===== config.mk =====
export PLATFORM = sky130hd
export DESIGN_NAME = adsr_envelope
export DESIGN_NICKNAME = d
export VERILOG_FILES = /design/src/rtl/synth_pkg.sv /design/src/rtl/env_vca.sv /design/src/rtl/adsr_envelope.sv
export SDC_FILE = /design/constraint.sdc
export NUM_CORES = 1
export LEC_CHECK = 0
export CELL_PAD_IN_SITES_DETAIL_PLACEMENT = 0
export CELL_PAD_IN_SITES_GLOBAL_PLACEMENT = 1
export CORE_ASPECT_RATIO = 1.4
export CORE_MARGIN = 2
export CORE_UTILIZATION = 47
export DETAILED_ROUTE_END_ITERATION = 6
export PLACE_DENSITY = 0.85
export RECOVER_POWER = 25
export SLEW_MARGIN = 20
export SYNTH_ARGS = -nofsm -noshare
export SYNTH_HDL_FRONTEND = slang
export SYNTH_SLANG_ARGS = --single-unit

===== constraint.sdc =====
create_clock -name clk -period 8.8 [get_ports clk]
set_clock_uncertainty 0.15 [all_clocks]
set_input_delay 1.32 -clock clk [delete_from_list [all_inputs] [get_ports clk]]
set_output_delay 1.32 -clock clk [all_outputs]
set_load 0.01 [all_outputs]

===== src/rtl/synth_pkg.sv =====
// Shared synth definitions: envelope state encoding and full-scale level,
// used by the ADSR envelope and the planned multi-voice mixer.
package synth_pkg;

    typedef enum logic [2:0] {
        IDLE    = 3'd0,
        ATTACK  = 3'd1,
        DECAY   = 3'd2,
        SUSTAIN = 3'd3,
        RELEASE = 3'd4
    } env_state_t;

    localparam int unsigned LEVEL_W_DEFAULT = 16;
    localparam logic [LEVEL_W_DEFAULT-1:0] LEVEL_MAX = '1;

endpackage


===== src/rtl/env_vca.sv =====
// Two-stage VCA: signed sample times unsigned Q0.LEVEL_W level, arithmetic
// shift back to sample width; one result per clock, two clocks of latency.
module env_vca #(
    parameter int unsigned SAMPLE_W = 16,
    parameter int unsigned LEVEL_W  = 16
) (
    input  logic                       clk,
    input  logic                       rst,
    input  logic signed [SAMPLE_W-1:0] sample_in,
    input  logic                       sample_in_valid,
    input  logic        [LEVEL_W-1:0]  level,
    output logic signed [SAMPLE_W-1:0] sample_out,
    output logic                       sample_out_valid
);

    localparam int unsigned PW = SAMPLE_W + LEVEL_W + 1;

    logic                       s1_valid;
    logic signed [SAMPLE_W-1:0] s1_sample;
    logic        [LEVEL_W-1:0]  s1_level;
    logic signed [PW-1:0]       a_ext;
    logic signed [PW-1:0]       b_ext;
    logic signed [PW-1:0]       prod;

    always_ff @(posedge clk or posedge rst) begin
        if (rst) begin
            s1_valid  <= 1'b0;
            s1_sample <= '0;
            s1_level  <= '0;
        end else begin
            s1_valid <= sample_in_valid;
            if (sample_in_valid) begin
                s1_sample <= sample_in;
                s1_level  <= level;
            end
        end
    end

    // Level is zero-extended so the multiply stays signed without flipping its sign.
    assign a_ext = {{(LEVEL_W+1){s1_sample[SAMPLE_W-1]}}, s1_sample};
    assign b_ext = {{SAMPLE_W{1'b0}}, 1'b0, s1_level};
    assign prod  = a_ext * b_ext;

    always_ff @(posedge clk or posedge rst) begin
        if (rst) begin
            sample_out       <= '0;
            sample_out_valid <= 1'b0;
        end else begin
            sample_out_valid <= s1_valid;
            if (s1_valid) begin
                sample_out <= SAMPLE_W'(prod >>> LEVEL_W);
            end
        end
    end

endmodule


===== src/rtl/adsr_envelope.sv =====
// ADSR amplitude envelope stepped on sample_tick, with a VCA scaling the
// incoming tone samples by the current level for the sigma-delta DAC.
module adsr_envelope
    import synth_pkg::*;
#(
    parameter int unsigned SAMPLE_W = 16,
    parameter int unsigned LEVEL_W  = 16
) (
    input  logic                       clk,
    input  logic                       rst,
    input  logic                       sample_tick,
    input  logic                       gate,
    input  logic        [LEVEL_W-1:0]  attack_rate,
    input  logic        [LEVEL_W-1:0]  decay_rate,
    input  logic        [LEVEL_W-1:0]  sustain_level,
    input  logic        [LEVEL_W-1:0]  release_rate,
    input  logic signed [SAMPLE_W-1:0] sample_in,
    input  logic                       sample_in_valid,
    output logic signed [SAMPLE_W-1:0] sample_out,
    output logic                       sample_out_valid,
    output logic        [LEVEL_W-1:0]  env_level,
    output logic        [2:0]          env_state
);

    localparam logic [LEVEL_W-1:0] LVL_MAX = '1;

    logic gate_meta;
    logic gate_s;
    logic gate_prev;
    logic rise;

    env_state_t         state;
    env_state_t         state_nxt;
    logic [LEVEL_W-1:0] level;
    logic [LEVEL_W-1:0] level_nxt;

    logic        [LEVEL_W:0] attack_sum;
    logic signed [LEVEL_W:0] decay_diff;

    always_ff @(posedge clk or posedge rst) begin
        if (rst) begin
            gate_meta <= 1'b0;
            gate_s    <= 1'b0;
        end else begin
            gate_meta <= gate;
            gate_s    <= gate_meta;
        end
    end

    always_ff @(posedge clk or posedge rst) begin
        if (rst) begin
            state     <= IDLE;
            level     <= '0;
            gate_prev <= 1'b0;
        end else if (sample_tick) begin
            state     <= state_nxt;
            level     <= level_nxt;
            gate_prev <= gate_s;
        end
    end

    assign rise       = gate_s & ~gate_prev;
    assign attack_sum = {1'b0, level} + {1'b0, attack_rate};
    assign decay_diff = $signed({1'b0, level}) - $signed({1'b0, decay_rate});

    always_comb begin
        state_nxt = state;
        level_nxt = level;
        case (state)
            IDLE: begin
                level_nxt = '0;
                if (rise) begin
                    state_nxt = ATTACK;
                end
            end
            ATTACK: begin
                if (!gate_s) begin
                    state_nxt = RELEASE;
                end else if (attack_rate == '0 || attack_sum >= {1'b0, LVL_MAX}) begin
                    level_nxt = LVL_MAX;
                    state_nxt = DECAY;
                end else begin
                    level_nxt = attack_sum[LEVEL_W-1:0];
                end
            end
            DECAY: begin
                if (!gate_s) begin
                    state_nxt = RELEASE;
                end else if (decay_rate == '0 ||
                             decay_diff <= $signed({1'b0, sustain_level})) begin
                    level_nxt = sustain_level;
                    state_nxt = SUSTAIN;
                end else begin
                    level_nxt = decay_diff[LEVEL_W-1:0];
                end
            end
            SUSTAIN: begin
                level_nxt = sustain_level;
                if (!gate_s) begin
                    state_nxt = RELEASE;
                end
            end
            RELEASE: begin
                // Retrigger resumes the attack from wherever the release has got to.
                if (rise) begin
                    state_nxt = ATTACK;
                end else if (release_rate == '0 || level <= release_rate) begin
                    level_nxt = '0;
                    state_nxt = IDLE;
                end else begin
                    level_nxt = level - release_rate;
                end
            end
            default: begin
                state_nxt = IDLE;
                level_nxt = '0;
            end
        endcase
    end

    assign env_level = level;
    assign env_state = state;

    env_vca #(
        .SAMPLE_W (SAMPLE_W),
        .LEVEL_W  (LEVEL_W)
    ) u_vca (
        .clk              (clk),
        .rst              (rst),
        .sample_in        (sample_in),
        .sample_in_valid  (sample_in_valid),
        .level            (level),
        .sample_out       (sample_out),
        .sample_out_valid (sample_out_valid)
    );

endmodule

Word level (Yosys, flattened, before mapping):

Cells that the tools add are included.

* register bits after elaboration: 72
* bits in latches: 0
* memory bits (writable): 0
* ROM bits: 0
* bits of input ports: 85
* memories kept: 0

* add/sub/neg operators: 3
* multipliers: 1
* div/mod/pow operators: 0
* $lt $le $gt $ge: 3
* equal/unequal tests: 12
* shift operators: 0
* muxes and demuxes: 16
* bitwise gates (word level): 2
* reduce and logical (&&, ||, !) cells: 9

Operators by type and width (number)
* 16-bit two-way mux: 6
* 16-bit case mux with 4 select lines: 1
* 16-bit logical NOT: 3
* 16-bit by 17-bit multiplier with 32-bit output: 1
* 3-bit two-way mux: 8
* 16-bit by 16-bit adder with 17-bit output: 1
* 17-bit by 16-bit greater-or-equal comparator with 1-bit output (second input constant): 1
* 17-bit less-or-equal comparator: 1
* 16-bit by 16-bit subtractor with 17-bit output: 1
* 16-bit less-or-equal comparator: 1
* 16-bit subtractor: 1
* 3-bit case mux with 5 select lines: 1
* 2-bit != test (second input constant): 5
* 3-bit != test (second input constant): 3
* 3-bit by 2-bit == test with 1-bit output (second input constant): 2
* 6-bit AND reduction: 1
* 4-bit AND reduction: 1
* 3-bit by 1-bit == test with 1-bit output (second input constant): 1
* 3-bit == test (second input constant): 1
* 3-bit logical NOT: 1
* 1-bit logical OR: 3
* 1-bit AND: 1
* 1-bit NOT: 1

Longest topological paths before layout:

* depth after elaboration: 6
* depth in mapped cells: 24
* gate-level depth less buffers: 22

Hierarchy:

Synthesis repeated with hierarchy kept, for this count alone.

* cell total of the unflattened synthesis: 1661
* area total of the unflattened synthesis: 14725.4 µm²

Modules (own cells, without submodules)
* env_vca: times used 1, cells an instance 1117, area each 10487.6 µm²
* adsr_envelope: times used 1, cells an instance 544, area each 4237.8 µm²

Least setup slack after synthesis:

No wires, ideal clock.

* path type: reg-to-reg
* start point: reg u_vca.s1_sample[9]
* end point: reg u_vca.sample_out[14]
* library setup time: 0.137 ns
* arrival: 6.142 ns
* data required time: 8.513 ns
* slack: 2.371 ns
* cell stages (with the launch flop): 25
* cells stage by stage: dfrtp_1 clkbuf_1 clkbuf_1 nand2_1 fa_1 inv_1 fa_1 inv_1 fa_1 inv_1 fa_1 fa_1 inv_1 fa_1 inv_1 ha_1 a21oi_1 nand3_1 a211oi_1 o311ai_2 a41oi_2 o31ai_2 a21o_1 a2111oi_0 nor3_1

* longest elaborated chain between the ends: 1

RTL lines
* start: declaration: line env_vca.sv:19 `logic signed [SAMPLE_W-1:0] s1_sample;`
* start signal: assignment: line env_vca.sv:33 `s1_sample <= sample_in;`
* 16-bit by 17-bit multiplier with 32-bit output: line env_vca.sv:42 `assign prod = a_ext * b_ext;`
* end signal: assignment: line env_vca.sv:51 `sample_out <= SAMPLE_W'(prod >>> LEVEL_W);`
* end: declaration: line env_vca.sv:12 `output logic signed [SAMPLE_W-1:0] sample_out,`

No other way between the ends.
A chain may end at the register's enable or synchronous reset.

Worst setup path after layout:

* start point: reg u_vca.s1_level[7]
* end point: reg u_vca.sample_out[14]

* longest elaborated chain between the ends: 1

RTL lines
* start: declaration: line env_vca.sv:20 `logic [LEVEL_W-1:0] s1_level;`
* start signal: assignment: line env_vca.sv:34 `s1_level <= level;`
* 16-bit by 17-bit multiplier with 32-bit output: line env_vca.sv:42

No other way between the ends.

==> impl_metrics.tcl <==
set metrics [dict create \
    first_pass_iters 5 \
    crit_path_max_fanout 17 \
    cts.clk_slew.worst_paths_ns 0.07 \
    fin_crit_sh 0.811 \
    drive_above_1_share 0.0544 \
    violations_in_the_final_reports "capacitance limit, slew limit" \
    synth-edff-count 0 \
    floorplan.initialDensity 0.480 \
    chipWidth_um 152 \
    detailed_place_hpwl_um 32000 \
    worst_margin_slew_ns 4.06 \
    grt_pass1_vias 12500 \
    boundaryPins 121 \
    post-route-worst-setup-slack_ns 1.66 \
    tritoncts.num_buffers 9 \
    hold_buffers 0 \
    cts_max_level 3 \
    end_kind "register" \
    synth-seq-cells 72 \
    gp_congestion 0.920 \
    clk_path_buf_depth 2 \
    detailedPlace.worstSlack_ns 1.66 \
    cells_taking_the_most_area_after_synthesis "sky130_fd_sc_hd__fa_1 27%, sky130_fd_sc_hd__ha_1 15%, sky130_fd_sc_hd__dfrtp_1 13%" \
    timing.critical_path.required_ns 8.87 \
    remaining_drc_errors 0 \
    detail_route.wirelength_um 39200 \
    synth_top_cell_by_area "sky130_fd_sc_hd__fa_1" \
    worstPathArrival_ns 7.21 \
    clock-root-buffer "sky130_fd_sc_hd__clkbuf_16" \
    timing.fmax_mhz 140 \
    start_kind "register" \
    avgViaCountPerCell 5.55 \
    post_cts.resized_instances 0 \
    ant_nets 0 \
    post_synth.cell_area_avg_um2 8.94 \
    hold_path_class "register to register" \
    cap_violations 2 \
    floorplan.rows 75 \
    timing.setup.tns_ns 0 \
    grt_setup_unrepaired "no" \
    port_buffers 120 \
    synthDistinctLibCells 64 \
    drt_first_iter_violations 660 \
    combined_area_of_the_multi_input_logic_cells_um2 11300 \
    dieArea_um2 32100 \
    synth_flop_cell "sky130_fd_sc_hd__dfrtp_1" \
    timing.final.hold_violations 0 \
    static_leakage_nw 8.01 \
    hold-worst-slack_ns 0.204 \
    synth_top_cell_area_share 0.273 \
    setup_viol_count_final 0 \
    final-max-slew-violation-count 108 \
    vdd.ir_drop.worst_mv 0.274 \
    routed_wire_length_per_instance_um 18.9 \
    worstSkewPairLatency_ns 0.36 \
    filler_cell_count 2849 \
    grt_start_max_net_pins 73 \
    vias 11500 \
    n_antenna_cell 0 \
    postCtsSetupBuffers 0 \
    finalCriticalPeriod_ns 7.14 \
    yosys_warnings 0 \
    yosysMostFrequentCell "sky130_fd_sc_hd__inv_1" \
    cellPowerDensity_nw_per_um2 376 \
    seqCellArea_um2 1800 \
    totalPowerFinal_mw 6.09 \
    clock_sink_count 72 \
    synth.cells.most_frequent "292 x sky130_fd_sc_hd__inv_1, 196 x sky130_fd_sc_hd__fa_1, 178 x sky130_fd_sc_hd__ha_1" \
    syn_nets 2070 \
    grt_antenna_before_repair 0 \
    core_area_um2 30000 \
    synthCells 1611 \
    die_y_um 211 \
    ys_async_sr_fraction 1.00 \
    globalRoute.totalOverflow 0 \
    areaGrowthSynthToFinish_pct 12.5 \
    mappedNetlistArea_um2 14400 \
    tritoncts "built" \
    crit_type "register to register" \
    global_route_wire_length_before_repair_um 64500 \
    slew_headroom -1.71 \
    final_nets 2146 \
    grtUsageTotal 0.253 \
    ys_seq_area_frac 0.125 \
    outcome "finished with violations" \
]
==> placed cells by master (no fill, tap or decap), types with 16 or more instances in the layout <==
cell	instances
sky130_fd_sc_hd__xor2_1	20
sky130_fd_sc_hd__clkdlybuf4s50_1	116
sky130_fd_sc_hd__mux2_2	52
sky130_fd_sc_hd__nor4_1	16
sky130_fd_sc_hd__xnor2_1	35
sky130_fd_sc_hd__nor2_1	52
sky130_fd_sc_hd__a21oi_1	62
sky130_fd_sc_hd__fa_1	196
sky130_fd_sc_hd__nand2_1	168
sky130_fd_sc_hd__and2_1	122
sky130_fd_sc_hd__inv_1	291
sky130_fd_sc_hd__ha_1	178
sky130_fd_sc_hd__a21o_1	25
sky130_fd_sc_hd__dfrtp_1	72
sky130_fd_sc_hd__o21ai_0	42
==> cell type report <==
cell class | instances | area share
Multi-Input combinational cell | 1187 | 0.696
Clock inverter | 4 | 0.00317
Inverter | 292 | 0.0677
Timing Repair Buffer | 125 | 0.0759
Tap cell | 385 | 0.0297
Sequential cell | 72 | 0.111
Clock buffer | 12 | 0.0158
==> power breakdown <==
group | switching (mW) | internal [mW]
Clock | 0.163 | 0.236
Combinational | 2.70 | 2.22
Sequential | 0.325 | 0.448
==> metal layers <==
layer | track usage | vias to the layer above | wire length [um]
met2 | 0.479 | 298 | 20700
li1 | - | 5421 | -
met5 | 0 | - | 0
met1 | 0.291 | 5726 | 15300
met3 | 0.0275 | 90 | 1620
met4 | 0.100 | 0 | 1510
==> through the flow <==
step / cell area [um2] / utilization / instances
floorplan: 14400 / - / 1611
global placement: 15900 / 0.529 / 2061
detailed placement: 15900 / 0.529 / 2061
CTS: 16200 / 0.540 / 2077
global route: 16200 / 0.539 / 2077
finish: 16200 / 0.539 / 2077
==> flip-flops by register name (all words and copies together) (netlist names) <==
signal,flops
env_level,16
env_state,3
gate_meta,1
gate_prev,1
gate_s,1
u_vca.s1_level,16
u_vca.s1_sample,16
u_vca.s1_valid,1
u_vca.sample_out,16
u_vca.sample_out_valid,1
==> worst paths after layout <==
kind | from | end | slack [ns] | cells past startpoint
min | gate_meta | gate_s | 0.20 | 0
min in group asynchronous | rst | u_vca.sample_out[7] | 2.86 | 3
max | u_vca.s1_level[7] | u_vca.sample_out[14] | 1.66 | 22
min reg2reg | gate_meta | gate_s | 0.20 | 0
max in group asynchronous | rst | u_vca.s1_sample[1] | 3.34 | 3
max reg2reg | u_vca.s1_level[7] | u_vca.sample_out[14] | 1.66 | 22
==> worst max-delay path, stage by stage, from the launching register on <==
cell and delay [ns]:
sky130_fd_sc_hd__dfrtp_1 0.73, sky130_fd_sc_hd__nand2_1 0.16, sky130_fd_sc_hd__fa_1 0.56, sky130_fd_sc_hd__inv_1 0.05, sky130_fd_sc_hd__fa_1 0.49, sky130_fd_sc_hd__inv_1 0.06, sky130_fd_sc_hd__fa_1 0.53, sky130_fd_sc_hd__inv_1 0.05
sky130_fd_sc_hd__fa_1 0.47, sky130_fd_sc_hd__fa_1 0.49, sky130_fd_sc_hd__inv_1 0.05, sky130_fd_sc_hd__fa_1 0.47, sky130_fd_sc_hd__inv_1 0.04, sky130_fd_sc_hd__ha_1 0.28, sky130_fd_sc_hd__a21oi_1 0.31, sky130_fd_sc_hd__nand3_1 0.11
sky130_fd_sc_hd__a211oi_1 0.32, sky130_fd_sc_hd__o311ai_2 0.34, sky130_fd_sc_hd__a41oi_2 0.39, sky130_fd_sc_hd__o31ai_2 0.16, sky130_fd_sc_hd__a21o_1 0.22, sky130_fd_sc_hd__a2111oi_0 0.45, sky130_fd_sc_hd__nor3_1 0.11
==> cell families (layout without fill, tap and decap cells) <==
| group | after synthesis | after routing | share of synthesized area |
|---|---|---|---|
| simple gates | 449 | 449 | 0.156 |
| fa+ha+maj | 375 | 375 | 0.428 |
| buf+inv | 352 | 433 | 0.0920 |
| compound gates | 252 | 252 | 0.122 |
| flops | 72 | 72 | 0.125 |
| mux | 56 | 56 | 0.0434 |
| xor+xnor | 55 | 55 | 0.0335 |
Power figures use the tool's default switching activity.
